`src/rtl/uart_reg_slave_if.sv`:
```
// Serial line and register-write/status bundle between the UART command
// master side and the uart_reg_slave endpoint.
interface uart_reg_slave_if;
    logic       rx;
    logic       tx;
    logic       reg_wr_en;
    logic [6:0] reg_wr_addr;
    logic [7:0] reg_wr_data;
    logic       err_parity;
    logic       err_frame;
    logic       busy;

    modport slave (
        input  rx,
        output tx,
        output reg_wr_en,
        output reg_wr_addr,
        output reg_wr_data,
        output err_parity,
        output err_frame,
        output busy
    );

    modport master (
        output rx,
        input  tx,
        input  reg_wr_en,
        input  reg_wr_addr,
        input  reg_wr_data,
        input  err_parity,
        input  err_frame,
        input  busy
    );
endinterface

```
`src/rtl/uart_reg_slave.sv`:
```
// Device-side endpoint of the two-byte UART command link: receives {rw,addr}
// plus data, writes a local register file, and answers reads with one frame.
module uart_reg_slave #(
    parameter int BR        = 434,
    parameter int REG_DEPTH = 16,
    parameter int TA_DLY    = 64,
    parameter int TO_CYC    = 8192
) (
    input  logic              clk,
    input  logic              rst,
    uart_reg_slave_if.slave   bus
);

    localparam int BCW = (BR < 1) ? 1 : $clog2(BR + 1);
    localparam int TCW = $clog2(TO_CYC);
    localparam int ACW = $clog2(TA_DLY);
    localparam int AW  = $clog2(REG_DEPTH);

    localparam logic [BCW-1:0] BRV     = BCW'(BR);
    localparam logic [BCW-1:0] HALF    = BCW'(BR / 2);
    localparam logic [TCW-1:0] TO_LAST = TCW'(TO_CYC - 1);
    localparam logic [ACW-1:0] TA_LAST = ACW'(TA_DLY - 1);

    typedef enum logic [3:0] {
        WAIT_B0, RX_B0, WAIT_B1, RX_B1, EXEC, TURN,
        TX_START, TX_DATA, TX_PAR, TX_STOP
    } state_e;

    function automatic logic odd_par(input logic [7:0] d);
        return ~^d;
    endfunction

    state_e         state_q, state_d;
    logic [BCW-1:0] baud_q, baud_d;
    logic [3:0]     bit_q, bit_d;
    logic [TCW-1:0] to_q, to_d;
    logic [ACW-1:0] ta_q, ta_d;
    logic [7:0]     shift_q, shift_d;
    logic           par_q, par_d;
    logic [7:0]     cmd_q, cmd_d;
    logic [7:0]     resp_q, resp_d;
    logic           wr_en_q, wr_en_d;
    logic [6:0]     wr_addr_q, wr_addr_d;
    logic [7:0]     wr_data_q, wr_data_d;
    logic           perr_q, perr_d;
    logic           ferr_q, ferr_d;
    logic           busy_q, busy_d;
    logic           tx_q, tx_d;
    logic           rx_s1_q, rx_s2_q, rx_s3_q;
    logic [7:0]     regs_q [REG_DEPTH];

    logic rx_s, start_s, rx_tick_s, in_range_s;

    assign rx_s       = rx_s2_q;
    assign start_s    = rx_s3_q & ~rx_s2_q;
    assign in_range_s = (32'(cmd_q[6:0]) < REG_DEPTH);

    // rx synchroniser plus history flop for falling-edge detection
    always_ff @(posedge clk) begin
        if (rst) begin
            rx_s1_q <= 1'b1;
            rx_s2_q <= 1'b1;
            rx_s3_q <= 1'b1;
        end else begin
            rx_s1_q <= bus.rx;
            rx_s2_q <= rx_s1_q;
            rx_s3_q <= rx_s2_q;
        end
    end

    // next-state logic for receive, execute, turnaround and transmit
    always_comb begin
        state_d   = state_q;
        baud_d    = baud_q;
        bit_d     = bit_q;
        to_d      = to_q;
        ta_d      = ta_q;
        shift_d   = shift_q;
        par_d     = par_q;
        cmd_d     = cmd_q;
        resp_d    = resp_q;
        wr_en_d   = 1'b0;
        wr_addr_d = wr_addr_q;
        wr_data_d = wr_data_q;
        perr_d    = 1'b0;
        ferr_d    = 1'b0;
        rx_tick_s = 1'b0;
        case (state_q)
            WAIT_B0: begin
                if (start_s) begin
                    state_d = RX_B0;
                    baud_d  = '0;
                    bit_d   = 4'd0;
                end else begin
                    state_d = WAIT_B0;
                end
            end
            RX_B0, RX_B1: begin
                // bit 0 is the half-bit start re-check; 1..8 data, 9 parity, 10 stop
                if (bit_q == 4'd0) begin
                    rx_tick_s = (baud_q == HALF);
                end else begin
                    rx_tick_s = (baud_q == BRV);
                end
                if (!rx_tick_s) begin
                    baud_d = baud_q + BCW'(1);
                end else begin
                    baud_d = '0;
                    bit_d  = bit_q + 4'd1;
                    case (bit_q)
                        4'd0: begin
                            if (rx_s) begin
                                state_d = (state_q == RX_B0) ? WAIT_B0 : WAIT_B1;
                            end else begin
                                state_d = state_q;
                            end
                        end
                        4'd9: par_d = rx_s;
                        4'd10: begin
                            perr_d = (par_q != odd_par(shift_q));
                            ferr_d = ~rx_s;
                            if (perr_d || ferr_d) begin
                                state_d = WAIT_B0;
                            end else if (state_q == RX_B0) begin
                                cmd_d   = shift_q;
                                to_d    = '0;
                                state_d = WAIT_B1;
                            end else begin
                                state_d   = EXEC;
                                wr_en_d   = cmd_q[7] & in_range_s;
                                wr_addr_d = cmd_q[6:0];
                                wr_data_d = shift_q;
                            end
                        end
                        default: shift_d = {rx_s, shift_q[7:1]};
                    endcase
                end
            end
            WAIT_B1: begin
                if (start_s) begin
                    state_d = RX_B1;
                    baud_d  = '0;
                    bit_d   = 4'd0;
                end else if (to_q == TO_LAST) begin
                    state_d = WAIT_B0;
                end else begin
                    to_d = to_q + TCW'(1);
                end
            end
            EXEC: begin
                if (cmd_q[7]) begin
                    state_d = WAIT_B0;
                end else begin
                    resp_d  = in_range_s ? regs_q[cmd_q[AW-1:0]] : 8'h00;
                    ta_d    = '0;
                    state_d = TURN;
                end
            end
            TURN: begin
                if (ta_q == TA_LAST) begin
                    state_d = TX_START;
                    baud_d  = '0;
                end else begin
                    ta_d = ta_q + ACW'(1);
                end
            end
            TX_START: begin
                if (baud_q == BRV) begin
                    state_d = TX_DATA;
                    baud_d  = '0;
                    bit_d   = 4'd0;
                end else begin
                    baud_d = baud_q + BCW'(1);
                end
            end
            TX_DATA: begin
                if (baud_q == BRV) begin
                    baud_d = '0;
                    if (bit_q == 4'd7) begin
                        state_d = TX_PAR;
                    end else begin
                        bit_d = bit_q + 4'd1;
                    end
                end else begin
                    baud_d = baud_q + BCW'(1);
                end
            end
            TX_PAR: begin
                if (baud_q == BRV) begin
                    state_d = TX_STOP;
                    baud_d  = '0;
                end else begin
                    baud_d = baud_q + BCW'(1);
                end
            end
            TX_STOP: begin
                if (baud_q == BRV) begin
                    state_d = WAIT_B0;
                    baud_d  = '0;
                end else begin
                    baud_d = baud_q + BCW'(1);
                end
            end
            default: state_d = WAIT_B0;
        endcase
    end

    // tx and busy are decoded from the next state so they are registered outputs
    always_comb begin
        busy_d = (state_d != WAIT_B0);
        case (state_d)
            TX_START: tx_d = 1'b0;
            TX_DATA:  tx_d = resp_q[bit_d[2:0]];
            TX_PAR:   tx_d = odd_par(resp_q);
            default:  tx_d = 1'b1;
        endcase
    end

    // control state and output registers
    always_ff @(posedge clk) begin
        if (rst) begin
            state_q   <= WAIT_B0;
            baud_q    <= '0;
            bit_q     <= 4'd0;
            to_q      <= '0;
            ta_q      <= '0;
            shift_q   <= 8'h00;
            par_q     <= 1'b0;
            cmd_q     <= 8'h00;
            resp_q    <= 8'h00;
            wr_en_q   <= 1'b0;
            wr_addr_q <= 7'h00;
            wr_data_q <= 8'h00;
            perr_q    <= 1'b0;
            ferr_q    <= 1'b0;
            busy_q    <= 1'b0;
            tx_q      <= 1'b1;
        end else begin
            state_q   <= state_d;
            baud_q    <= baud_d;
            bit_q     <= bit_d;
            to_q      <= to_d;
            ta_q      <= ta_d;
            shift_q   <= shift_d;
            par_q     <= par_d;
            cmd_q     <= cmd_d;
            resp_q    <= resp_d;
            wr_en_q   <= wr_en_d;
            wr_addr_q <= wr_addr_d;
            wr_data_q <= wr_data_d;
            perr_q    <= perr_d;
            ferr_q    <= ferr_d;
            busy_q    <= busy_d;
            tx_q      <= tx_d;
        end
    end

    // register file; the write commits at the end of EXEC
    always_ff @(posedge clk) begin
        if (rst) begin
            for (int i = 0; i < REG_DEPTH; i++) begin
                regs_q[i] <= 8'h00;
            end
        end else if ((state_q == EXEC) && wr_en_q) begin
            regs_q[wr_addr_q[AW-1:0]] <= wr_data_q;
        end
    end

    assign bus.tx          = tx_q;
    assign bus.reg_wr_en   = wr_en_q;
    assign bus.reg_wr_addr = wr_addr_q;
    assign bus.reg_wr_data = wr_data_q;
    assign bus.err_parity  = perr_q;
    assign bus.err_frame   = ferr_q;
    assign bus.busy        = busy_q;

endmodule
```
`src/flat_wrapper.sv`:
```
// flat-port wrapper written by rule: the top's interface ports become plain ports
module uart_reg_slave_flat 
#(
    parameter int BR        = 434,
    parameter int REG_DEPTH = 16,
    parameter int TA_DLY    = 64,
    parameter int TO_CYC    = 8192
)
  (clk, rst, bus_rx, bus_tx, bus_reg_wr_en, bus_reg_wr_addr, bus_reg_wr_data, bus_err_parity, bus_err_frame, bus_busy);
  uart_reg_slave_if bus_i ();
  input  logic clk;
  input  logic rst;
  input wire logic [$bits(bus_i.rx)-1:0] bus_rx;
  output wire logic [$bits(bus_i.tx)-1:0] bus_tx;
  output wire logic [$bits(bus_i.reg_wr_en)-1:0] bus_reg_wr_en;
  output wire logic [$bits(bus_i.reg_wr_addr)-1:0] bus_reg_wr_addr;
  output wire logic [$bits(bus_i.reg_wr_data)-1:0] bus_reg_wr_data;
  output wire logic [$bits(bus_i.err_parity)-1:0] bus_err_parity;
  output wire logic [$bits(bus_i.err_frame)-1:0] bus_err_frame;
  output wire logic [$bits(bus_i.busy)-1:0] bus_busy;
  assign bus_i.rx = bus_rx;
  assign bus_tx = bus_i.tx;
  assign bus_reg_wr_en = bus_i.reg_wr_en;
  assign bus_reg_wr_addr = bus_i.reg_wr_addr;
  assign bus_reg_wr_data = bus_i.reg_wr_data;
  assign bus_err_parity = bus_i.err_parity;
  assign bus_err_frame = bus_i.err_frame;
  assign bus_busy = bus_i.busy;
  uart_reg_slave #(.BR(BR), .REG_DEPTH(REG_DEPTH), .TA_DLY(TA_DLY), .TO_CYC(TO_CYC)) u_core (.clk(clk), .rst(rst), .bus(bus_i));
endmodule
```
`config.mk`:
```
export PLATFORM = sky130hd
export DESIGN_NAME = uart_reg_slave_flat
export DESIGN_NICKNAME = d
export VERILOG_FILES = /design/src/rtl/uart_reg_slave_if.sv /design/src/rtl/uart_reg_slave.sv /design/src/flat_wrapper.sv
export SDC_FILE = /design/constraint.sdc
export NUM_CORES = 1
export LEC_CHECK = 0
export CAP_MARGIN = 20
export CELL_PAD_IN_SITES_DETAIL_PLACEMENT = 2
export CELL_PAD_IN_SITES_GLOBAL_PLACEMENT = 2
export CORE_ASPECT_RATIO = 1.2
export CORE_MARGIN = 4
export CORE_UTILIZATION = 35
export DETAILED_ROUTE_END_ITERATION = 12
export GPL_TIMING_DRIVEN = 0
export PLACE_DENSITY_LB_ADDON = 0.12
export SETUP_SLACK_MARGIN = 0.05
export SLEW_MARGIN = 10
export SYNTH_ARGS = -nofsm -noshare
export SYNTH_HDL_FRONTEND = slang
export SYNTH_SLANG_ARGS = --single-unit
```
`constraint.sdc`:
```
create_clock -name clk -period 7.17 [get_ports clk]
set_clock_uncertainty 0.05 [all_clocks]
set_input_delay 1.0755 -clock clk [delete_from_list [all_inputs] [get_ports clk]]
set_output_delay 1.0755 -clock clk [all_outputs]
set_load 0.1 [all_outputs]
```
==> reports/metrics.yaml, run 1 <==
outcome: "complete, no violations"
start_util: 0.357
path_cells: "clkdlybuf4s50_1, nor4bb_1, nor2b_1, nand2_1, nor3_1, or2_2"
ys_seq_area_frac: 0.543
tns_ps: 0
fin_crit_sh: 0.560
cp_max_fo: 9
fin_nets: 924
synth.avg_cell_area_um2: 12.0
worst_slack_ps: 3150
vias_per_cell: 5.20
grt_pass1_vias: 7664
clock_sinks: 216
dr.max_layer_used: "met4"
ant_nets: 0
cp-end-kind: "flop"
core-area_um2: 28900
whs_ps: 366
max_slew.worst_pin.slew_ps: 1050
dieWidth_um: 165
critPathTopFamily: "simple AND/OR/NAND/NOR gates"
fp.dieH_um: 196
cp.required_ps: 7320
clk_latency_ps: 520
critPathMaxStageDelay_ps: 840
yosysTopAreaCellShare: 0.373
grt_max_degree: 13
period_needed_ps: 4020
cts_tree: "done"
finalHoldViolCount: 0
setup_viol: 0
met3_length_um: 659
ys.flop_type: "edfxtp_1"
totalWireLength_um: 30100
dpl_worst_slack_ps: 2590
hold_path.class: "flop to flop"
cts-hold-fix-buffers: 0
rows: 68
syn-cell-area_um2: 10300
worstSetupStartpointType: "input port"
gp_congestion: 0.764
netlist-cell-type-count: 75
synthArstFlopShare: 0
finalInstanceArea_um2: 11800
slowest_stage: "nor4bb_1"
dieArea_um2: 32300
post_drt_wl_per_cell_um: 22.9
drt_first_pass_iters: 4
ctsHtreeMaxLevel: 1
dpl-instance-area_um2: 11000
postLayoutCoreUtil: 0.409
synth_top_area_cell: "edfxtp_1"
drc: 0
slew_headroom: 0.297
io_buffers: 22
clock-root-buffer: "clkbuf_16"
route.met2.wl_um: 16400
cp.buffers_inverters: 1
yosys_warnings: 0
hpwl_um: 22100
synth_nets: 874
met1Wirelength_um: 12100
track_usage: 0.188
post_cts_buffers: 0
synth_area_leaders: "edfxtp_1, dfxtp_1, and2_1, mux4_2, mux2i_1"
syn_to_final_growth_pct: 14.6
antenna_found_initial: 0
cts_repair_resize_count: 0
maxSlewViolCount: 0
fmax_mhz: 249
maxCapViolCount: 0
drtIter0Drc: 299
ys_ff_latch: 216
grt_setup_unrepaired: "false"
grt-ovfl-total: 0
cts_max_path_buffers: 3
route.vias.total: 6833
critical_path_arrival_ps: 4160
cts_buffers: 25
top_level_ports: 23
power.density_nw_per_um2: 228
path_class: "input port to flop"
clk_pin_slew_ps: 60
drive_above_1_share: 0.147
synth-edff-count: 128
power_leakage_uw: 0.00409
peakVddDrop_mv: 0.212
grt_first_pass_wirelength_um: 46300
n_antenna_cell: 0
syn-instance-count: 862
power breakdown:
group / internal [uW] / leakage [uW] / switching [uW]
Clock: 746 / 0.000389 / 501
Combinational: 28.8 / 0.00177 / 53.7
Sequential: 1350 / 0.00192 / 13.4
Total: 2120 / 0.00409 / 568
layout by cell type, fill, tap and decap left out, types with 4 or more instances in the layout:
| cell | Yosys | final |
|---|---|---|
| nand2b_1 | 8 | 8 |
| mux2_2 | 4 | 4 |
| edfxtp_1 | 128 | 128 |
| o211ai_1 | 4 | 4 |
| clkbuf_16 | 0 | 26 |
| inv_1 | 19 | 19 |
| ha_1 | 9 | 9 |
| clkdlybuf4s50_1 | 0 | 22 |
| a31oi_1 | 4 | 4 |
| a22o_1 | 6 | 6 |
| a21oi_1 | 26 | 26 |
| mux2i_1 | 42 | 42 |
| nand2_1 | 25 | 25 |
| dfxtp_1 | 88 | 88 |
| buf_2 | 12 | 13 |
| mux4_2 | 32 | 32 |
| nand3_1 | 15 | 15 |
| nand4_1 | 9 | 9 |
| clkinv_1 | 0 | 6 |
| and2_1 | 131 | 131 |
| a211oi_1 | 8 | 8 |
| nor3_1 | 10 | 10 |
| o21ai_0 | 9 | 9 |
| nor2b_1 | 10 | 10 |
| nor2_1 | 88 | 88 |
| or2_2 | 25 | 25 |
| clkbuf_1 | 27 | 33 |
| xnor2_1 | 26 | 26 |
| xor2_1 | 7 | 7 |
| a211oi_2 | 4 | 4 |
| and3_1 | 4 | 4 |
| nor4_1 | 5 | 5 |
final cells by class:
cell class | count | area (um2)
fillers | 3012 | 17100
flip-flops and latches | 216 | 5610
multi-input cells | 581 | 4430
clock buffers | 34 | 694
well taps | 385 | 482
repair buffers | 23 | 225
plain buffers | 46 | 214
clock inverters | 11 | 101
inverters | 19 | 71.3
Yosys cell counts (5+ instances only):
master / number
nor2_1: 88
clkbuf_1: 27
a22o_1: 6
a211oi_1: 8
ha_1: 9
buf_2: 12
or2_2: 25
xnor2_1: 26
nor4_1: 5
nor3_1: 10
nor2b_1: 10
a21oi_1: 26
inv_1: 19
mux4_2: 32
nand4_1: 9
mux2i_1: 42
nand2_1: 25
nand3_1: 15
nand2b_1: 8
xor2_1: 7
edfxtp_1: 128
and2_1: 131
dfxtp_1: 88
o21ai_0: 9
state kept, by name, summed over array words and instances (netlist names), named ones only:
| signal | flops |
|---|---|
| u_core.ta_q | 6 |
| u_core.cmd_q | 8 |
| u_core.bus.reg_wr_data | 8 |
| u_core.rx_s3_q | 1 |
| u_core.to_q | 13 |
| u_core.state_q | 4 |
| u_core.rx_s | 1 |
| u_core.bus.err_frame | 1 |
| u_core.bus.reg_wr_addr | 7 |
| u_core.rx_s1_q | 1 |
| u_core.bus.tx | 1 |
| u_core.bus.reg_wr_en | 1 |
| u_core.bus.busy | 1 |
| u_core.baud_q | 9 |
| u_core.regs_q | 128 |
| u_core.shift_q | 8 |
| u_core.bit_q | 4 |
| u_core.resp_q | 8 |
| u_core.bus.err_parity | 1 |
| u_core.par_q | 1 |
cell families (layout without fill, tap and decap cells):
| logic type | count (synthesis) | count (layout) | synth area share |
|---|---|---|---|
| simple gates | 367 | 367 | 0.207 |
| flops | 216 | 216 | 0.543 |
| fa+ha+maj | 9 | 9 | 0.0109 |
| mux | 78 | 78 | 0.115 |
| xor+xnor | 35 | 35 | 0.0318 |
| compound gates | 92 | 92 | 0.0645 |
| buf+inv | 65 | 133 | 0.0277 |
worst reg2reg max path: cells and delay by family (launching register included):
family        cells  cell delay (ps)
flops             1              350
buf+inv           1              210
simple gates      6             2720
through the flow:
step | total power [uW] | instances
after floorplan | 1440 | 862
after global placement | 1470 | 1269
after detailed placement | 1470 | 1269
after CTS | 2730 | 1314
after global routing | 2790 | 1315
final | 2690 | 1315
path summary, 6_finish.rpt:
check	startpoint	endpoint	slack (ps)	depth (start not counted)
worst max register to register	u_core.state_q[1]$_SDFF_PP0_	u_core.regs_q[8][4]$_SDFFCE_PN0P_	3530	7
worst max-delay path	rst	u_core.regs_q[8][4]$_SDFFCE_PN0P_	3150	6
worst min register to register	u_core.rx_s1_q$_SDFF_PP1_	u_core.rx_s$_SDFF_PP1_	370	1
worst min-delay path	u_core.rx_s1_q$_SDFF_PP1_	u_core.rx_s$_SDFF_PP1_	370	1
per-layer routing:
metal / global-route usage / vias to the layer above
li1: - / 3201
met3: 0.0210 / 44
met5: 0 / -
met1: 0.218 / 3508
met2: 0.357 / 80
met4: 0.0564 / 0
Note: power is estimated with default switching activity, not from simulation.
==> run 2: changes to the inputs <==
==> constraint.sdc (replaced) <==
create_clock -name clk -period 3.64 [get_ports clk]
set_clock_uncertainty 0.05 [all_clocks]
set_input_delay 0.546 -clock clk [delete_from_list [all_inputs] [get_ports clk]]
set_output_delay 0.546 -clock clk [all_outputs]
set_load 0.1 [all_outputs]
==> run 2 against run 1 <==
Against the previous run: hold slack is essentially flat; power is 97% higher; utilization grew 0.074 points; sequential share of layout area shrank 0.085 points; count of clock-buffer cells in the layout stayed put; non-clock buffer count is 1 lower; final cell count about the same; combinational power increased by 98%; global-route usage is essentially flat; clock power rose by 97%; wire length barely moved; via count shrank 0.18%; critical endpoint is now u_core.regs_q[11][6]$_SDFFCE_PN0P_; highest routed layer unchanged.
==> reports/metrics.yaml, run 2 (synthesized netlist as in run 1, its figures left out) <==
period_needed_ps: 3170
clk_pin_slew_ps: 60
top_level_ports: 23
rows: 68
antenna_found_initial: 0
route.vias.total: 6821
maxCapViolCount: 0
gp_congestion: 0.764
hpwl_um: 22100
ctsHtreeMaxLevel: 1
n_antenna_cell: 0
cts_max_path_buffers: 3
fp.dieH_um: 196
regMostFlops: "u_core.regs_q"
fmax_mhz: 316
multiInputGateArea_um2: 4450
grt_setup_unrepaired: "false"
power.density_nw_per_um2: 448
outcome: "complete, no violations"
top_regs: "u_core.regs_q (128), u_core.to_q (13), u_core.baud_q (9)"
grt-ovfl-total: 0
n_fill_cell: 3008
grt_max_degree: 13
crit_path_start: "u_core.state_q[1]$_SDFF_PP0_"
power_leakage_uw: 0.00410
p_total_uw: 5310
use_met2: 0.356
dieWidth_um: 165
drtIter0Drc: 293
cts_tree: "done"
groute.layer.met3.usage: 0.0210
max_slew.worst_pin.slew_ps: 980
slew_headroom: 0.345
peakVddDrop_mv: 0.417
setup_viol: 0
fin_nets: 923
final_common_cell: "and2_1"
drc: 0
maxSlewViolCount: 0
hold_path.class: "flop to flop"
cp-end-kind: "flop"
critical_path_arrival_ps: 3310
rr_startpoint: "u_core.state_q[1]$_SDFF_PP0_"
ant_nets: 0
cp_max_fo: 10
seqCellArea_um2: 5610
cp.required_ps: 3780
syn_to_final_growth_pct: 14.8
clk_latency_ps: 520
totalWireLength_um: 30100
layout_common_cells: "and2_1, edfxtp_1, nor2_1, dfxtp_1, mux2i_1"
largest_reg_flops: 128
grt_first_pass_wirelength_um: 46400
finalHoldViolCount: 0
clock_sinks: 216
grt_util_met1: 0.220
fin_crit_sh: 0.870
path_class: "flop to flop"
worst_slack_ps: 472
io_buffers: 22
drt_first_pass_iters: 4
track_usage: 0.188
post_drt_wl_per_cell_um: 22.9
dieArea_um2: 32300
clock-root-buffer: "clkbuf_16"
drive_above_1_share: 0.152
grt_pass1_vias: 7672
top_usage_layer: "met2"
post_cts_buffers: 0
start_util: 0.357
vias_per_cell: 5.19
worstSetupStartpointType: "flop"
core-area_um2: 28900
dpl_worst_slack_ps: -411
worstHoldStart: "u_core.rx_s1_q$_SDFF_PP1_"
cts_buffers: 25
## run 2: cell count changes in the layout (fill, tap and decap cells not counted), sizes merged
cell / change
buf: -1
## run 2: critical path: stages (launching register included)
cell and delay (ps):
dfxtp_1 350, buf_2 210, nor2_1 240, nor4bb_2 550, nor2b_1 270, nand2_1 190, nor2_1 580, or2_2 400
## run 2: worst paths after layout
path                                         to  slack, ps  cells after the start
max          u_core.regs_q[11][6]$_SDFFCE_PN0P_        470                      7
min                      u_core.rx_s$_SDFF_PP1_        370                      1
max reg2reg  u_core.regs_q[11][6]$_SDFFCE_PN0P_        470                      7
min reg2reg              u_core.rx_s$_SDFF_PP1_        370                      1
## run 2: layout make-up
cell class                 instances  area share
multi-input combinational        581       0.376
sequential                       216       0.473
clock inverter                    11     0.00856
tap                              385      0.0407
timing repair buffer              22      0.0186
clock buffer                      34      0.0586
buffer                            46      0.0181
inverter                          19     0.00602
## run 2: metal layers
| metal | vias up | share of wire | wire length [um] |
|---|---|---|---|
| met5 | - | 0 | 0 |
| met3 | 42 | 0.025 | 745 |
| met2 | 87 | 0.54 | 16300 |
| met1 | 3495 | 0.40 | 12100 |
| li1 | 3197 | - | - |
| met4 | 0 | 0.030 | 909 |
## run 2: repair_timing
action                                  CTS  global route
gates resized for setup                   3             2
hold buffers                              0             0
endpoints found under the setup margin   24            16
## run 2: stage by stage
step           TNS, ps  instances  hold WS (ps)  area (um2)  utilization
6_report             0       1314           365       11800        0.409
5_1_grt              0       1314           397       11800        0.409
4_1_cts              0       1314           370       11800        0.409
3_5_place_dp    -12270       1269           355       11000        0.381
3_3_place_gp    -11890       1269           344       11000        0.381
2_1_floorplan        0        862           339       10300            -
## run 2: where the power goes
group	switching, uW	internal [uW]	leakage, uW
clock network	989	1470	0.000389
logic	106	56.8	0.00179
registers	26.4	2660	0.00192
total	1120	4180	0.00410
==> run 3: changes to the inputs <==
--- a/config.mk
+++ b/config.mk
@@ -14,7 +14,9 @@
 export DETAILED_ROUTE_END_ITERATION = 12
 export GPL_TIMING_DRIVEN = 0
 export PLACE_DENSITY_LB_ADDON = 0.12
+export REMOVE_ABC_BUFFERS = 1
 export SETUP_SLACK_MARGIN = 0.05
+export SKIP_CTS_REPAIR_TIMING = 1
 export SLEW_MARGIN = 10
 export SYNTH_ARGS = -nofsm -noshare
 export SYNTH_HDL_FRONTEND = slang
==> run 3 against run 2 <==
Against the previous run: die area unchanged; wire length down 6.5%; power up 3.5%; fmax down 4.8%; setup slack worse by 160 ps; count of clock-buffer cells in the layout down 7; via count down 2.7%; global-route usage down 1.1 points; critical path depth down 2; register-to-register slack worse by 160 ps; combinational power down 9%; critical endpoint is now u_core.regs_q[4][7]$_SDFFCE_PN0P_; highest routed layer unchanged.
==> reports/metrics.yaml, run 3 (synthesized netlist as in run 1, its figures left out) <==
comb_power_share: 0.027
maxSlewViolCount: 0
final_common_cell: "and2_1"
postLayoutCoreUtil: 0.405
syn_to_final_growth_pct: 13.6
antenna_found_initial: 0
max_slew.worst_pin.slew_ps: 977
gp_congestion: 0.788
clk_pin_slew_ps: 60
critPathTopFamily: "simple AND/OR/NAND/NOR gates"
setup_viol: 0
slew_headroom: 0.347
power.density_nw_per_um2: 469
fin_crit_sh: 0.914
top_level_ports: 23
dieArea_um2: 32300
io_buffers: 22
finalHoldViolCount: 0
n_fill_cell: 2965
path_class: "flop to flop"
seqPwrFrac: 0.489
sw_frac_of_total: 0.213
totalWireLength_um: 28200
cts_max_path_buffers: 3
slowest_stage: "nor3_1"
p_int_uw: 4320
n_antenna_cell: 0
peakVddDrop_mv: 0.513
critPathMaxStageDelay_ps: 760
period_needed_ps: 3330
vias_per_cell: 5.22
post_drt_wl_per_cell_um: 22.1
cp_max_fo: 13
hold_path.class: "flop to flop"
track_usage: 0.176
regMostFlops: "u_core.regs_q"
grt-ovfl-total: 0
regToRegSetupSlack_ps: 310
drt_first_pass_iters: 4
drc: 0
path_cells: "nand2b_1, nor4bb_2, nand3b_1, nor3_1, or2_2"
pwr-share-clk: 0.484
hpwl_um: 19800
power.net_switching_uw: 1170
maxCapViolCount: 0
clock_sinks: 216
ant_nets: 0
power_leakage_uw: 0.00402
grt_setup_unrepaired: "false"
outcome: "complete, no violations"
top_regs: "u_core.regs_q (128), u_core.to_q (13), u_core.baud_q (9)"
drtIter0Drc: 334
worstSetupStartpointType: "flop"
grt_first_pass_wirelength_um: 44700
cts_buffers: 25
fmax_mhz: 301
rows: 68
cts_tree: "done"
cp.buffers_inverters: 0
core-area_um2: 28900
start_util: 0.357
clock-root-buffer: "clkbuf_16"
p_total_uw: 5490
critical_path_arrival_ps: 3480
ctsHtreeMaxLevel: 1
drive_above_1_share: 0.153
route.vias.total: 6634
fp.dieH_um: 196
layout_common_cells: "and2_1, edfxtp_1, nor2_1, dfxtp_1, mux2i_1"
fin_nets: 881
largest_reg_flops: 128
grt_max_degree: 70
cp.required_ps: 3790
cp-end-kind: "flop"
grt_pass1_vias: 7653
clk_latency_ps: 520
dieWidth_um: 165
-- run 3: final timing paths --
kind,start,endpoint,cells past startpoint
setup reg to reg,u_core.state_q[2]$_SDFF_PP0_,u_core.regs_q[4][7]$_SDFFCE_PN0P_,5
hold reg to reg,u_core.rx_s1_q$_SDFF_PP1_,u_core.rx_s$_SDFF_PP1_,1
setup / recovery,u_core.state_q[2]$_SDFF_PP0_,u_core.regs_q[4][7]$_SDFFCE_PN0P_,5
hold / removal,u_core.rx_s1_q$_SDFF_PP1_,u_core.rx_s$_SDFF_PP1_,1
-- run 3: cell type report --
type                    count  area [um2]  area share
flip-flops and latches    216        5610       0.479
inverters                  19        71.3     0.00609
clock inverters            18         225      0.0192
clock buffers              27         633      0.0540
well taps                 385         482      0.0411
multi-input cells         581        4440       0.379
repair buffers             26         259      0.0221
-- run 3: stage by stage --
stage          instances  hold WS [ps]  TNS [ps]  instance area, um2  setup slack (ps)
2_1_floorplan        816           339         0               10100               751
3_3_place_gp        1223           355   -464900               10800             -2310
3_5_place_dp        1225           354     -2400               10800              -175
4_1_cts             1270           373     -1560               11700              -121
5_1_grt             1272           383         0               11700              60.0
6_report            1272           366         0               11700               313
-- run 3: worst reg2reg max path: stages (launching register included) --
cell      delay, ps
dfxtp_1         620
nand2b_1        260
nor4bb_2        660
nand3b_1        280
nor3_1          760
or2_2           390
-- run 3: power by group through the flow --
stage | logic (uW) | registers, uW | clock network [uW]
global route | 162 | 2690 | 2830
CTS | 153 | 2690 | 2720
finish | 149 | 2690 | 2660
detailed placement | 151 | 2740 | 0
global placement | 147 | 2730 | 0
floorplan | 93.3 | 2730 | 0
-- run 3: metal layers --
layer	share of wire	wire length (um)	vias to the layer above	GRT usage
met4	0.017	480	0	0.0333
met3	0.028	794	41	0.0225
li1	-	-	3112	-
met5	0	0	-	0
met2	0.53	15100	95	0.334
met1	0.42	11800	3386	0.213
